## config.mk

```make
export PLATFORM = sky130hd
export DESIGN_NAME = tdc_readout_packer
export DESIGN_NICKNAME = d
export VERILOG_FILES = /design/src/rtl/tdc_readout_pkg.sv /design/src/rtl/tdc_out_reg_slice.sv /design/src/rtl/tdc_readout_packer.sv
export SDC_FILE = /design/constraint.sdc
export NUM_CORES = 1
export LEC_CHECK = 0
export BUFFER_PORTS_ARGS = -buffer_cell sky130_fd_sc_hd__buf_2
export CORE_MARGIN = 2
export CORE_UTILIZATION = 54
export CTS_CLUSTER_SIZE = 30
export DETAILED_ROUTE_END_ITERATION = 16
export HOLD_SLACK_MARGIN = 0.02
export PLACE_DENSITY = 0.89
export RECOVER_POWER = 50
export REMOVE_ABC_BUFFERS = 1
export SLEW_MARGIN = 0
export SYNTH_ARGS = -nofsm -noshare
export SYNTH_HDL_FRONTEND = slang
export SYNTH_SLANG_ARGS = --single-unit
```

## constraint.sdc

```tcl
create_clock -name clk -period 2.1 [get_ports clk]
set_input_delay 0.315 -clock clk [delete_from_list [all_inputs] [get_ports clk]]
set_output_delay 0.315 -clock clk [all_outputs]
set_load 0.05 [all_outputs]
```

## src/rtl/tdc_readout_pkg.sv

```systemverilog
// Shared constants and FSM encoding for the TDC readout packet framer.
package tdc_readout_pkg;

  localparam logic [3:0] HDR_MARK = 4'hA;
  localparam logic [3:0] TRL_MARK = 4'hC;

  localparam logic [1:0] CLOSE_DONE    = 2'b00;
  localparam logic [1:0] CLOSE_LIMIT   = 2'b01;
  localparam logic [1:0] CLOSE_TIMEOUT = 2'b10;

  typedef enum logic [1:0] {
    ST_IDLE,
    ST_HEADER,
    ST_DATA,
    ST_TRAILER
  } state_t;

endpackage

```

## src/rtl/tdc_out_reg_slice.sv

```systemverilog
// One-deep valid/ready output register carrying {sof, eof, data}; held stable until accepted.
module tdc_out_reg_slice #(
  parameter int WIDTH = 40
) (
  input  logic             clk,
  input  logic             rst_n,
  input  logic             in_valid,
  input  logic             in_sof,
  input  logic             in_eof,
  input  logic [WIDTH-1:0] in_data,
  output logic             load_ok,
  output logic             out_valid,
  output logic             out_sof,
  output logic             out_eof,
  output logic [WIDTH-1:0] out_data,
  input  logic             out_ready
);

  logic             valid_reg;
  logic             sof_reg;
  logic             eof_reg;
  logic [WIDTH-1:0] data_reg;

  assign load_ok = !valid_reg || out_ready;

  always_ff @(posedge clk) begin
    if (!rst_n) begin
      valid_reg <= 1'b0;
      sof_reg   <= 1'b0;
      eof_reg   <= 1'b0;
      data_reg  <= '0;
    end else if (load_ok) begin
      valid_reg <= in_valid;
      // Payload only moves on a real load so an idle slot keeps the last word.
      if (in_valid) begin
        sof_reg  <= in_sof;
        eof_reg  <= in_eof;
        data_reg <= in_data;
      end
    end
  end

  assign out_valid = valid_reg;
  assign out_sof   = sof_reg;
  assign out_eof   = eof_reg;
  assign out_data  = data_reg;

endmodule

```

## src/rtl/tdc_readout_packer.sv

```systemverilog
// Frames hit words from the merged FWFT TDC FIFO into HEADER/DATA/TRAILER packets.
module tdc_readout_packer
  import tdc_readout_pkg::*;
#(
  parameter int TDC_DATA_WIDTH = 40,
  parameter int MAX_WORDS      = 256,
  parameter int TIMEOUT        = 1024,
  parameter int CNT_WIDTH      = 12
) (
  input  logic                      clk,
  input  logic                      rst_n,
  input  logic                      tdc_fifo_empty_mux,
  input  logic [TDC_DATA_WIDTH-1:0] tdc_fifo_data_mux,
  input  logic                      matching_busy_mux,
  output logic                      tdc_fifo_read_mux,
  output logic [TDC_DATA_WIDTH-1:0] out_data,
  output logic                      out_valid,
  output logic                      out_sof,
  output logic                      out_eof,
  input  logic                      out_ready,
  output logic [15:0]               pkt_count
);

  localparam int W      = TDC_DATA_WIDTH;
  localparam int IDLE_W = (TIMEOUT < 2) ? 1 : $clog2(TIMEOUT);
  localparam logic [CNT_WIDTH-1:0] MAX_CNT   = CNT_WIDTH'(MAX_WORDS);
  localparam logic [IDLE_W-1:0]    IDLE_LAST = IDLE_W'(TIMEOUT - 1);

  state_t               state_reg, state_next;
  logic [CNT_WIDTH-1:0] word_cnt_reg, word_cnt_next;
  logic [IDLE_W-1:0]    idle_cnt_reg, idle_cnt_next;
  logic [15:0]          pkt_id_reg, pkt_id_next;
  logic [1:0]           reason_reg, reason_next;

  logic         load_ok;
  logic         pop;
  logic         slot_valid;
  logic         slot_sof;
  logic         slot_eof;
  logic [W-1:0] slot_data;
  logic [W-1:0] hdr_word;
  logic [W-1:0] trl_word;

  always_comb begin
    hdr_word = '0;
    hdr_word[W-1 -: 4]  = HDR_MARK;
    hdr_word[W-5 -: 16] = pkt_id_reg;
    trl_word = '0;
    trl_word[W-1 -: 4]  = TRL_MARK;
    trl_word[W-5 -: 16] = pkt_id_reg;
    trl_word[W-21 -: 2] = reason_reg;
    trl_word[CNT_WIDTH-1:0] = word_cnt_reg;
  end

  always_comb begin
    state_next    = state_reg;
    word_cnt_next = word_cnt_reg;
    idle_cnt_next = idle_cnt_reg;
    pkt_id_next   = pkt_id_reg;
    reason_next   = reason_reg;
    pop           = 1'b0;
    slot_valid    = 1'b0;
    slot_sof      = 1'b0;
    slot_eof      = 1'b0;
    slot_data     = '0;

    case (state_reg)
      ST_IDLE: begin
        if (!tdc_fifo_empty_mux) state_next = ST_HEADER;
      end
      ST_HEADER: begin
        slot_valid = 1'b1;
        slot_sof   = 1'b1;
        slot_data  = hdr_word;
        if (load_ok) begin
          state_next    = ST_DATA;
          word_cnt_next = '0;
          idle_cnt_next = '0;
        end
      end
      ST_DATA: begin
        pop = !tdc_fifo_empty_mux && load_ok && (word_cnt_reg < MAX_CNT);
        if (pop) begin
          slot_valid    = 1'b1;
          slot_data     = tdc_fifo_data_mux;
          word_cnt_next = word_cnt_reg + CNT_WIDTH'(1);
          idle_cnt_next = '0;
        end else if (tdc_fifo_empty_mux && (idle_cnt_reg != '1)) begin
          idle_cnt_next = idle_cnt_reg + IDLE_W'(1);
        end
        // Close decisions are exclusive with pop: limit blocks pop, the others need empty.
        if (word_cnt_reg == MAX_CNT) begin
          state_next  = ST_TRAILER;
          reason_next = CLOSE_LIMIT;
        end else if (tdc_fifo_empty_mux && !matching_busy_mux) begin
          state_next  = ST_TRAILER;
          reason_next = CLOSE_DONE;
        end else if (tdc_fifo_empty_mux && (idle_cnt_reg == IDLE_LAST)) begin
          state_next  = ST_TRAILER;
          reason_next = CLOSE_TIMEOUT;
        end
      end
      ST_TRAILER: begin
        slot_valid = 1'b1;
        slot_eof   = 1'b1;
        slot_data  = trl_word;
        if (load_ok) begin
          state_next  = ST_IDLE;
          pkt_id_next = pkt_id_reg + 16'd1;
        end
      end
      default: state_next = ST_IDLE;
    endcase
  end

  always_ff @(posedge clk) begin
    if (!rst_n) begin
      state_reg    <= ST_IDLE;
      word_cnt_reg <= '0;
      idle_cnt_reg <= '0;
      pkt_id_reg   <= '0;
      reason_reg   <= CLOSE_DONE;
    end else begin
      state_reg    <= state_next;
      word_cnt_reg <= word_cnt_next;
      idle_cnt_reg <= idle_cnt_next;
      pkt_id_reg   <= pkt_id_next;
      reason_reg   <= reason_next;
    end
  end

  // Packet id and completed-packet count advance together, so one register serves both.
  assign pkt_count         = pkt_id_reg;
  assign tdc_fifo_read_mux = pop && rst_n;

  tdc_out_reg_slice #(
    .WIDTH(W)
  ) u_out_slice (
    .clk       (clk),
    .rst_n     (rst_n),
    .in_valid  (slot_valid),
    .in_sof    (slot_sof),
    .in_eof    (slot_eof),
    .in_data   (slot_data),
    .load_ok   (load_ok),
    .out_valid (out_valid),
    .out_sof   (out_sof),
    .out_eof   (out_eof),
    .out_data  (out_data),
    .out_ready (out_ready)
  );

endmodule
```

==> run metrics <==
status finished, final reports clean; synth unique cells 56; Leakage 0.00199 uW; dominant cell type by area after synthesis dfxtp_1; final setup violation count 0; hold crit path type primary input to register; initial antenna violation count 0; kind of critical path register to output pin; Hold Startpoint tdc_fifo_data_mux[36]; first-pass iteration count of the detailed router 4; worst reg-to-reg path cell count 8; Ant. Diodes 0; Slew headroom 0.568; yosys warns 0; crit share post-route 0.984; Post-synth EDFFs 0; final hold vios 0; site row count 32; Pwr Density 1420 mW/mm^2; Fmax achieved around 0.48 GHz; Worst EP required around 1.8 ns; sequential area share after synthesis 0.395; R2R setup slack 0.06 ns; Initial Util 0.558; sink count of the clock tree 85; largest net degree at the start of global routing just over 60; CTS tree done; worst r2r src state_reg[1]$_SDFFE_PN0P_; synthesized cell area about 0.0043 sq mm; Setup crit start state_reg[0]$_SDFFE_PN0P_; PortBufs ~100; Placed Area 0.00498 sq mm; fraction of layout cells with a size suffix above 1 0.329; GRT Util Overall 0.269; Hold Crit Depth 3; Die W about 93 um; P_int about 3900 uW; DRC viols 0; CTS Buffer Depth 2; Root Driver clkbuf_8; Initial DRC Count approximately 260; synth top area cells dfxtp_1, a221oi_2, nor3_2; Final Critical Period 2.07 ns; Seq pwr share 0.284; setup TNS 0 ns; Synth async-reset ratio 0; via/cell ratio between 5 and 6; Die H 93.4 um; Clock transition at path regs 0.09 ns; first-pass GRT wire length between 15 and 20 mm; cells after synthesis 451; max cap viols 0; RR Endpoint idle_cnt_reg[0]$_SDFFE_PN0P_; average wire per standard cell between 15 and 20 um; die area between 0.008 and 0.009 sq mm; worst vdd ir ~0.87 mV; vias in the first global route slightly below 4000; Seq. cell area 0.00170 sq mm; H-tree Lvls 3; layout overhead on the synthesized area 22.7%; critical path launch point type register; Largest register FFs 40; area of the core slightly below 0.008 sq mm; clock latency reported for the late side of the worst-skew pair roughly 0.36 ns; clock skew roughly 0.0074 ns; crit path capture type output pin; post-DP HPWL a little under 8 mm; Mean Syn Cell Area roughly 9.6 sq um; Detail Route Antenna Nets 0; post-synth top area share 0.395; Via Count just under 4000; fill count 594; total gr overflow 0; pins over their slew limit 0; fin nets between 600 and 700; CTS Hold Bufs 0; Num CTS Buffers 9; gpl congestion between 0.8 and 0.9; Yosys reg bits between 80 and 90; I/O pin count about 110; post-route cell area roughly 0.0053 sq mm; DP Cell Count 649; Post-Layout Cell Count between 600 and 700; ys flop type dfxtp_1; footprint of the multi-input gates roughly 0.0024 sq mm; switching power between 3000 and 4000 uW; Logic pwr share 0.520; Routed WL around 12 mm; clock share of power 0.195; hold endpoint u_out_slice.out_data[36]$_SDFFE_PN0P_; WP data arrival 1.75 ns; worst-path fanout max 4; sw frac 0.474; Slew @ Worst Pin 0.651 ns
-- worst max-delay path by stage --
stage / endpoint
after global routing: tdc_fifo_read_mux
after floorplan: u_out_slice.out_data[0]$_SDFFE_PN0P_
after CTS: idle_cnt_reg[9]$_SDFFE_PN0P_
final: tdc_fifo_read_mux
after global placement: word_cnt_reg[11]$_SDFFE_PN0P_
after detailed placement: idle_cnt_reg[0]$_SDFFE_PN0P_
-- logic make-up after synthesis --
family,count (synthesis),synth area share
flops,85,0.395
simple gates,211,0.288
xor+xnor,22,0.0447
compound gates,81,0.188
buf+inv,42,0.0557
mux,1,0.00232
fa+ha+maj,9,0.0261
-- cell type report --
type	instances	area share
clock inverters	6	0.0222
clock buffers	10	0.0260
well taps	102	0.0241
inverters	15	0.0106
repair buffers	129	0.136
flip-flops and latches	85	0.322
multi-input cells	324	0.459
-- cell usage after synthesis (all sizes together), types with 9 or more instances --
library cell,number
dfxtp,85
nor2,81
nor3,44
a221oi,30
nand2,24
xnor2,20
buf,17
a21oi,16
nand3,16
inv,15
o21ai,14
clkbuf,10
ha,9
nor4,9
-- per-layer routing --
layer  up-vias  GRT usage  routed length (um)
met4         0      0.136                 335
met3        35     0.0604                 687
met1      1866      0.317                4730
met5         -          0                   0
li1       1866          -                   -
met2       153      0.459                5880
-- per-stage QoR --
| step | power [uW] | hold WS [ns] | setup WS, ns | utilization |
|---|---|---|---|---|
| 6_report | 7490 | 0.192 | 0.0330 | 0.685 |
| 5_1_grt | 7870 | 0.199 | -0.0322 | 0.685 |
| 4_1_cts | 7470 | 0.183 | -0.0711 | 0.680 |
| 3_5_place_dp | 5980 | 0.453 | 0.0575 | 0.645 |
| 3_3_place_gp | 5870 | 0.443 | 0.106 | 0.645 |
| 2_1_floorplan | 4920 | 0.429 | -1.36 | - |
-- power groups by stage --
stage | combinational [uW] | sequential, uW | clock [uW]
after floorplan | 1790 | 3130 | 0
after global placement | 3750 | 2130 | 0
after detailed placement | 3840 | 2140 | 0
after CTS | 3890 | 2110 | 1480
after global routing | 4170 | 2160 | 1540
final | 3900 | 2130 | 1460
-- worst max-delay path, stage by stage, from the launching register on --
cell and delay, ns:
dfxtp_1 0.33, inv_2 0.11, ha_4 0.16, nor3b_4 0.24, nand2_2 0.14, nor3_4 0.23
buf_6 0.18
-- cells in the final DEF, fill, tap and decap left out, drive strengths merged, types with 3 or more instances in the layout --
| master | netlist | final |
|---|---|---|
| bufinv | 0 | 3 |
| nand2 | 24 | 24 |
| o21ai | 14 | 14 |
| a221oi | 30 | 30 |
| a22oi | 8 | 8 |
| and3 | 4 | 4 |
| nor2 | 81 | 81 |
| nor3 | 44 | 44 |
| a21oi | 16 | 16 |
| clkbuf | 10 | 57 |
| nor2b | 4 | 4 |
| nand4 | 8 | 8 |
| nor4 | 9 | 9 |
| dfxtp | 85 | 85 |
| inv | 15 | 17 |
| nor3b | 3 | 3 |
| xnor2 | 20 | 20 |
| nand3 | 16 | 16 |
| buf | 17 | 82 |
| nor4b | 3 | 3 |
| ha | 9 | 9 |
| or3 | 8 | 8 |
-- timing repair --
action,4_1_cts,5_1_grt
buffers inserted,0,6
pin swaps,0,2
setup endpoints to repair,4,50
resized for setup,5,9
No activity file was read; power rests on OpenSTA's default activity.
